==> config.mk <==
export PLATFORM = sky130hd
export DESIGN_NAME = seg_scan_decoder
export DESIGN_NICKNAME = d
export VERILOG_FILES = /design/src/rtl/seg_scan_decoder.sv
export SDC_FILE = /design/constraint.sdc
export NUM_CORES = 1
export LEC_CHECK = 0
export CAP_MARGIN = 20
export CORE_ASPECT_RATIO = 1.2
export CORE_MARGIN = 2
export CORE_UTILIZATION = 40
export CTS_BUF_LIST = sky130_fd_sc_hd__clkbuf_16
export DETAILED_ROUTE_END_ITERATION = 8
export DONT_BUFFER_PORTS = 1
export PLACE_DENSITY_LB_ADDON = 0.08
export SYNTH_ARGS = -nofsm -noshare
export SYNTH_HDL_FRONTEND = slang
export SYNTH_SLANG_ARGS = --single-unit
==> constraint.sdc <==
create_clock -name clk -period 7.45 [get_ports clk]
set_input_delay 2.235 -clock clk [delete_from_list [all_inputs] [get_ports clk]]
set_output_delay 2.235 -clock clk [all_outputs]
set_load 0.005 [all_outputs]
==> src/rtl/seg_scan_decoder.sv <==
// -----------------------------------------------------------------------------
// seg_scan_decoder
//
// Watches a multiplexed four-digit seven-segment display bus and rebuilds the
// 16-bit hex value, decimal points and per-digit glyph health being shown.
// Each digit must hold steady for STABLE_CYCLES samples before it is captured.
// A frame is published once all four digits have been captured.
//
// Optional feature macro: SEG_DOT_CAPTURE_EN
//   defined     - the dot bit seg[0] takes part in the stability compare and
//                 is stored to dp
//   not defined - seg[0] is masked off before the sample register and dp
//                 stays 4'b0000
//
// Parameters:
//   STABLE_CYCLES  : identical valid samples needed per capture (1..255)
//   TIMEOUT_CYCLES : idle cycles before a partial frame is dropped (2..2^24-1)
//
// Ports:
//   clk         in   rising-edge system clock
//   reset       in   synchronous, active-high
//   an[3:0]     in   active-low anode strobes, bit 0 = rightmost digit
//   seg[7:0]    in   active-high segments, bits 7..0 = A,B,C,D,E,F,G,dot
//   value[15:0] out  last complete frame, digit 3 in [15:12]
//   dp[3:0]     out  dot bits of the last complete frame
//   bad_mask    out  per-digit blank / non-hex glyph flag
//   frame_valid out  one-cycle pulse when value/dp/bad_mask update
//   err         out  sticky invalid-glyph flag, cleared only by reset
//   stale       out  set by a timeout, cleared by the next frame_valid
// -----------------------------------------------------------------------------
module seg_scan_decoder #(
  parameter int unsigned STABLE_CYCLES  = 4,
  parameter int unsigned TIMEOUT_CYCLES = 100000
) (
  input  logic        clk,
  input  logic        reset,
  input  logic [3:0]  an,
  input  logic [7:0]  seg,
  output logic [15:0] value,
  output logic [3:0]  dp,
  output logic [3:0]  bad_mask,
  output logic        frame_valid,
  output logic        err,
  output logic        stale
);

  localparam logic [7:0]  STABLE_C  = 8'(STABLE_CYCLES);
  localparam logic [23:0] TO_LAST_C = 24'(TIMEOUT_CYCLES - 1);

`ifdef SEG_DOT_CAPTURE_EN
  localparam logic [7:0] SEG_KEEP_C = 8'hFF;
  localparam logic [3:0] DP_KEEP_C  = 4'hF;
`else
  localparam logic [7:0] SEG_KEEP_C = 8'hFE;
  localparam logic [3:0] DP_KEEP_C  = 4'h0;
`endif

  // Glyph decode of seg[7:1]; result is {blank, invalid, nibble}.
  function automatic logic [5:0] decode_glyph(input logic [6:0] code);
    case (code)
      7'h7E:   decode_glyph = {2'b00, 4'h0};
      7'h30:   decode_glyph = {2'b00, 4'h1};
      7'h6D:   decode_glyph = {2'b00, 4'h2};
      7'h79:   decode_glyph = {2'b00, 4'h3};
      7'h33:   decode_glyph = {2'b00, 4'h4};
      7'h5B:   decode_glyph = {2'b00, 4'h5};
      7'h5F:   decode_glyph = {2'b00, 4'h6};
      7'h70:   decode_glyph = {2'b00, 4'h7};
      7'h7F:   decode_glyph = {2'b00, 4'h8};
      7'h73:   decode_glyph = {2'b00, 4'h9};
      7'h77:   decode_glyph = {2'b00, 4'hA};
      7'h1F:   decode_glyph = {2'b00, 4'hB};
      7'h4E:   decode_glyph = {2'b00, 4'hC};
      7'h3D:   decode_glyph = {2'b00, 4'hD};
      7'h4F:   decode_glyph = {2'b00, 4'hE};
      7'h47:   decode_glyph = {2'b00, 4'hF};
      7'h00:   decode_glyph = {2'b10, 4'h0};
      default: decode_glyph = {2'b01, 4'h0};
    endcase
  endfunction

  logic [3:0]  an_q, an_d, prev_an_q, prev_an_d;
  logic [7:0]  seg_q, seg_d, prev_seg_q, prev_seg_d;
  logic [7:0]  cnt_q, cnt_d;
  logic        armed_q, armed_d;
  logic [15:0] pend_val_q, pend_val_d;
  logic [3:0]  pend_dp_q, pend_dp_d;
  logic [3:0]  pend_bad_q, pend_bad_d;
  logic [3:0]  seen_q, seen_d;
  logic [23:0] to_q, to_d;
  logic [15:0] value_q, value_d;
  logic [3:0]  dp_q, dp_d;
  logic [3:0]  bad_q, bad_d;
  logic        fv_q, fv_d;
  logic        err_q, err_d;
  logic        stale_q, stale_d;

  logic        sample_chg_s;
  logic        digit_ok_s;
  logic [1:0]  digit_idx_s;
  logic        armed_eff_s;
  logic        capture_s;
  logic [5:0]  glyph_s;

  // Input stage: register the bus (dot masked when not captured) and keep the
  // previous sample for the stability compare.
  always_comb begin
    an_d       = an;
    seg_d      = seg & SEG_KEEP_C;
    prev_an_d  = an_q;
    prev_seg_d = seg_q;
  end

  // Stability counter and single-shot capture qualification.
  always_comb begin
    sample_chg_s = (an_q != prev_an_q) || (seg_q != prev_seg_q);
    digit_ok_s   = 1'b1;
    digit_idx_s  = 2'd0;
    case (an_q)
      4'b1110: digit_idx_s = 2'd0;
      4'b1101: digit_idx_s = 2'd1;
      4'b1011: digit_idx_s = 2'd2;
      4'b0111: digit_idx_s = 2'd3;
      default: digit_ok_s  = 1'b0;
    endcase

    if (!digit_ok_s) begin
      cnt_d = 8'd0;
    end else if (sample_chg_s) begin
      cnt_d = 8'd1;
    end else if (cnt_q == STABLE_C) begin
      cnt_d = cnt_q;
    end else begin
      cnt_d = cnt_q + 8'd1;
    end

    // A change re-arms in the same cycle so STABLE_CYCLES=1 captures at once.
    armed_eff_s = sample_chg_s | armed_q;
    capture_s   = digit_ok_s && (cnt_d == STABLE_C) && armed_eff_s;
    armed_d     = capture_s ? 1'b0 : armed_eff_s;
  end

  // Pending digit store, frame assembly, timeout and published outputs.
  always_comb begin
    glyph_s    = decode_glyph(seg_q[7:1]);
    pend_val_d = pend_val_q;
    pend_dp_d  = pend_dp_q;
    pend_bad_d = pend_bad_q;
    seen_d     = seen_q;
    to_d       = to_q;
    value_d    = value_q;
    dp_d       = dp_q;
    bad_d      = bad_q;
    fv_d       = 1'b0;
    err_d      = err_q;
    stale_d    = stale_q;

    if (capture_s) begin
      // Blank and invalid glyphs both store a zero nibble (decode gives 0).
      pend_val_d[{digit_idx_s, 2'b00} +: 4] = glyph_s[3:0];
      pend_dp_d[digit_idx_s]  = seg_q[0];
      pend_bad_d[digit_idx_s] = glyph_s[5] | glyph_s[4];
      seen_d[digit_idx_s]     = 1'b1;
      to_d                    = 24'd0;
      if (glyph_s[4]) begin
        err_d = 1'b1;
      end else begin
        err_d = err_q;
      end
      if (seen_d == 4'hF) begin
        value_d = pend_val_d;
        dp_d    = pend_dp_d & DP_KEEP_C;
        bad_d   = pend_bad_d;
        fv_d    = 1'b1;
        seen_d  = 4'h0;
        stale_d = 1'b0;
      end else begin
        fv_d    = 1'b0;
      end
    end else if (to_q == TO_LAST_C) begin
      // Timeout drops the partial frame but keeps the published outputs.
      to_d    = 24'd0;
      seen_d  = 4'h0;
      stale_d = 1'b1;
    end else begin
      to_d    = to_q + 24'd1;
    end
  end

  // State registers with synchronous reset.
  always_ff @(posedge clk) begin
    if (reset) begin
      an_q       <= 4'hF;
      seg_q      <= 8'h00;
      prev_an_q  <= 4'hF;
      prev_seg_q <= 8'h00;
      cnt_q      <= 8'd0;
      armed_q    <= 1'b1;
      pend_val_q <= 16'h0000;
      pend_dp_q  <= 4'h0;
      pend_bad_q <= 4'h0;
      seen_q     <= 4'h0;
      to_q       <= 24'd0;
      value_q    <= 16'h0000;
      dp_q       <= 4'h0;
      bad_q      <= 4'h0;
      fv_q       <= 1'b0;
      err_q      <= 1'b0;
      stale_q    <= 1'b0;
    end else begin
      an_q       <= an_d;
      seg_q      <= seg_d;
      prev_an_q  <= prev_an_d;
      prev_seg_q <= prev_seg_d;
      cnt_q      <= cnt_d;
      armed_q    <= armed_d;
      pend_val_q <= pend_val_d;
      pend_dp_q  <= pend_dp_d;
      pend_bad_q <= pend_bad_d;
      seen_q     <= seen_d;
      to_q       <= to_d;
      value_q    <= value_d;
      dp_q       <= dp_d;
      bad_q      <= bad_d;
      fv_q       <= fv_d;
      err_q      <= err_d;
      stale_q    <= stale_d;
    end
  end

  assign value       = value_q;
  assign dp          = dp_q;
  assign bad_mask    = bad_q;
  assign frame_valid = fv_q;
  assign err         = err_q;
  assign stale       = stale_q;

endmodule

---- Yosys cells after proc, flatten, opt, wreduce, memory -nomap -nowiden ----
Cells that the tools add are included.
Widths: inputs -> output; s select.
cells by class
  $mul .................................... 0
  magnitude comparators ................... 2
  bitwise gates (word level) .............. 4
  eq/ne operators ......................... 27
  multiplexer cells ....................... 18
  div/mod/pow operators ................... 0
  shifts and indexed selects .............. 2
  reductions and logical operators ........ 12
  add/subtract/negate cells ............... 3
operator list
  operator                number
  $pmux 6 s17             1
  $eq 7x7->1 const B      12
  $add 24x1->24 const B   1
  $eq 24x17->1 const B    1
  $mux 8                  3
  $eq 7x6->1 const B      3
  $bwmux 16               1
  $eq 4x4->1 const B      4
  $eq 8x3->1 const B      2
  $shift 4x6->16 const A  1
  $shiftx 4x6->16         1
  $mux 4                  3
  $add 8x1->8 const B     1
  $ne 8x8->1              1
  $eq 7x5->1 const B      1
  $logic_not 7->1         1
  $mux 1                  7
  $neg 4->6               1
  $pmux 2 s3              1
  $reduce_and 2->1        3
  $bwmux 4                1
  $eq 4x3->1 const B      1
  $ne 4x4->1              1
  $or 4x4->4              1
  12 further kinds        15
word-level totals
  memory bits (read-only) ................. 0
  flip-flop bits (word level) ............. 104
  bits in latches ......................... 0
  output and inout port bits .............. 27
  logic and storage cells ................. 84
  bits in writable memories ............... 0
  memories ................................ 0
  input port bits ......................... 14

---- Depth between registers and ports, before layout ----
  word-level depth ........................ 10
  mapped depth ............................ 12
  gate-level depth less buffers ........... 9

---- Worst setup path after synthesis ----
Ideal clock, no wire load.
  kind .................................... input-to-reg
  start ................................... input reset
  end ..................................... register err_q, in the netlist err
  library setup time ...................... 0.138 ns
  path slack .............................. 4.212 ns
  data required time ...................... 7.312 ns
  cell stages on the path ................. 4
  path buffers ............................ 3
  data arrival time ....................... 3.100 ns
  cell sequence ........................... clkbuf_1 -> clkbuf_1 -> clkbuf_1 -> o32ai_1
RTL lines
  item                  line  RTL
  from (decl)           36    input logic reset,
  to (signal assigned)  226   err_q <= err_d;
  to (decl)             95    logic err_q, err_d;
No word-level cell between the ends.

---- Worst setup path after layout ----
  start ................................... register cnt_q[0]
  end ..................................... register seen_q[2]
between the ends
  longest elaborated chain between the ends .. 8
  elaborated cells on any way between the ends .. 10
  classes of those cells .................. 1 x add/sub; 2 x eq/ne; 4 x mux; 3 x reduce/logical
RTL lines
  item                                         line      RTL
  from (decl)                                  84        logic [7:0] cnt_q, cnt_d;
  from (signal assigned)                       215       cnt_q <= cnt_d;
  $add 8x1->8 or $eq 8x3->1 (tied branches)    134, 131
  $mux 8 *                                     131       end else if (cnt_q == STABLE_C) begin
  $mux 8 *                                     129       end else if (sample_chg_s) begin
  $mux 8 *                                     127       if (!digit_ok_s) begin
  $eq 8x3->1 *                                 139       capture_s = digit_ok_s && (cnt_d == STABLE_C) && armed_eff_s;
  $logic_and 1x1->1 * (2 in a row)             139
  $mux 4 or $reduce_bool 2->1 (tied branches)  -
  to (signal assigned)                         220       seen_q <= seen_d;
  to (decl)                                    89        logic [3:0] seen_q, seen_d;
Every way passes the cells marked *; elsewhere a longest branch is shown, timed or not.
A chain may end at the register's enable or synchronous reset.

==> flow_summary.ini <==
[clocking]
cts_tree = built
clkLatencyLatePin_ns = 0.36
cts_setup_buffers = 0
root_buffer = clkbuf_16
clockBufferDepth = 2
numCtsBuffers = 9
hold_buffers = 0
clk_pin_slew_ns = 0.07
htreeDepth = 3
clock-sinks = 102
cts_resized = 0

[timing]
setup_viol = 0
hold_slack_ns = 0.4787
post-route-min-period_ns = 3.630
fin_crit_sh_pct = 48.72
tns_ns = 0
fin_skew_ns = 0.007077
grt_setup_unrepaired = no
fmax_mhz = 275.5
hold_violations = 0
slew_viol_final = 0
worstMarginPinSlew_ns = 0.9943
relSlewSlack_pct = 33.71

[layout]
nFillCells = 1223
finish.net_count = 568
drive_gt1_share_pct = 6.569
final_common_cell = dfxtp_1
post-route-util_pct = 44.01
diodes = 0
final_area_um2 = 5306
area_growth_syn_to_layout_pct = 7.585
mostFrequentLayoutCells = dfxtp_1 (102), nor2_1 (53), a21oi_1 (36)

[grt]
antenna_found_initial = 0
track_usage_pct = 17.95
grt_start_max_net_pins = 76
grt_pass1_vias = 3567
grt_pass1_wl_um = 18760
grt-ovfl-total = 0

[logic_synthesis]
ys_warn_count = 0
synth_top_area_share_pct = 41.40
yosys.area.top_type = dfxtp_1
ys_ff_latch = 102
synth.distinct_cells = 62
synth-edff-count = 0
synthSimpleGateAreaFrac_pct = 24.56
synthCells = 563
synth_area_leaders = dfxtp_1 (41%), xor2_1 (5.7%), nor2_1 (4.0%)
synth_flop_cell = dfxtp_1
synth_compound_area_share_pct = 17.78
synth_top_family_by_area = simple AND/OR/NAND/NOR gates
synth-seq-area-share_pct = 41.40
synth_area_um2 = 4932
synth-async-reset-ratio_pct = 0
synthAdderAreaFrac_pct = 2.537
synth_area_per_cell_um2 = 8.761
synthMuxAreaShare_pct = 1.015
synth_xor_area_share_pct = 7.281

[detailed_routing]
via_per_inst = 5.543
drcViolationCount = 0
dr_total_vias = 3930
drt.antenna.violating_nets = 0
highest_layer = met4
wl_met1_um = 5208
drt_iter0_drc = 230
wl_met2_um = 5749
avgRoutedWirePerCell_um = 16.42
wl_met3_um = 471
dr.pass1.iters = 5
totalWireLength_um = 11640

[placed_design]
place_area_um2 = 4984
port_buffers = 0
hpwl_um = 7922
gp_congestion = 0.7946

[status]
status = finished, final reports clean

[power]
fin_total_pwr_uw = 1131
ir_worst_vdd_mv = 0.09791
p_leak_uw = 0.001798
powerDensity_nw_per_um2 = 213.2

[die]
core_area_um2 = 12060
initial_utilization_pct = 40.91
die_area_um2 = 13240
num_rows = 44
die_h_um = 125.6
die_width_um = 105.4
ios = 41

[critical_path]
cp-start-kind = register
required_ns = 7.65
cp-end-kind = register
cp.arrival_ns = 3.83
critPathKind = register to register
worst-path-max-fanout = 28

[run]
max_cap_viol_count = 0

[min_path]
hp-class = register to register
-- metal layers --
layer / GRT usage [%] / vias to the layer above
li1: - / 1977
met1: 23.37 / 1875
met2: 28.88 / 61
met3: 4.244 / 17
met4: 6.745 / 0
met5: 0 / -
-- layout make-up --
type                    instances  area (um^2)  area share (%)
well taps                     161        201.4           3.796
clock inverters                 6        86.33           1.627
repair buffers                  1        11.26          0.2122
multi-input cells             405         2646           49.87
clock buffers                   9        225.2           4.244
flip-flops and latches        102         2042           38.48
inverters                      25        93.84           1.768
-- synthesized netlist by cell type (11+ instances only) --
cell type,n
nor2_1,53
dfxtp_1,102
and3_1,11
nor2b_1,16
nand3_1,32
nand2_1,26
o21ai_0,16
nand2b_1,15
xor2_1,32
o32ai_1,14
a21oi_1,36
clkbuf_1,20
inv_1,25
-- cells by family (layout without fill, tap and decap cells) --
kind of cell / Yosys count / after routing
xor+xnor: 41 / 41
buf+inv: 59 / 41
flops: 102 / 102
other cells: 1 / 4
mux: 5 / 5
compound gates: 126 / 126
simple gates: 219 / 219
fa+ha+maj: 10 / 10
-- flip-flops by register name (all words and copies together), names as in the netlist --
| name | count |
|---|---|
| to_q | 24 |
| pend_val_q | 16 |
| value | 16 |
| cnt_q | 8 |
| prev_seg_d | 7 |
| prev_seg_q | 7 |
| an_q | 4 |
| bad_mask | 4 |
| pend_bad_q | 4 |
| prev_an_q | 4 |
| seen_q | 4 |
| armed_q | 1 |
| err | 1 |
| frame_valid | 1 |
| stale | 1 |
-- final timing paths --
| check | startpoint | endpoint | slack (ns) | cells past startpoint |
|---|---|---|---|---|
| worst min register to register | pend_val_q[13]$_SDFFE_PP0P_ | pend_val_q[13]$_SDFFE_PP0P_ | 0.48 | 2 |
| worst max register to register | cnt_q[0]$_SDFF_PP0_ | seen_q[2]$_SDFFE_PP0P_ | 3.82 | 9 |
| worst min-delay path | pend_val_q[13]$_SDFFE_PP0P_ | pend_val_q[13]$_SDFFE_PP0P_ | 0.48 | 2 |
| worst max-delay path | cnt_q[0]$_SDFF_PP0_ | seen_q[2]$_SDFFE_PP0P_ | 3.82 | 9 |
-- report_power, final --
group          leakage (uW)  switching, uW  internal [uW]  total [uW]
Clock              0.000152            214            293         506
Sequential         0.000827           13.8            552         566
Combinational      0.000819           35.5           23.2        58.8
-- stage by stage --
step	std cells	setup slack (ns)
floorplan	566	4.212
global placement	693	3.545
detailed placement	693	3.508
CTS	708	3.478
global route	709	3.617
finish	709	3.820
-- critical path: stages, from the launching register on --
cell       delay, ns
dfxtp_1         0.42
inv_1           0.17
ha_1            0.23
nand4bb_4       0.16
or4_1           0.62
o31a_1          0.22
nor4_4          0.52
buf_6           0.24
or3_1           0.74
a21oi_1         0.13
No activity file was read; power rests on OpenSTA's default activity.
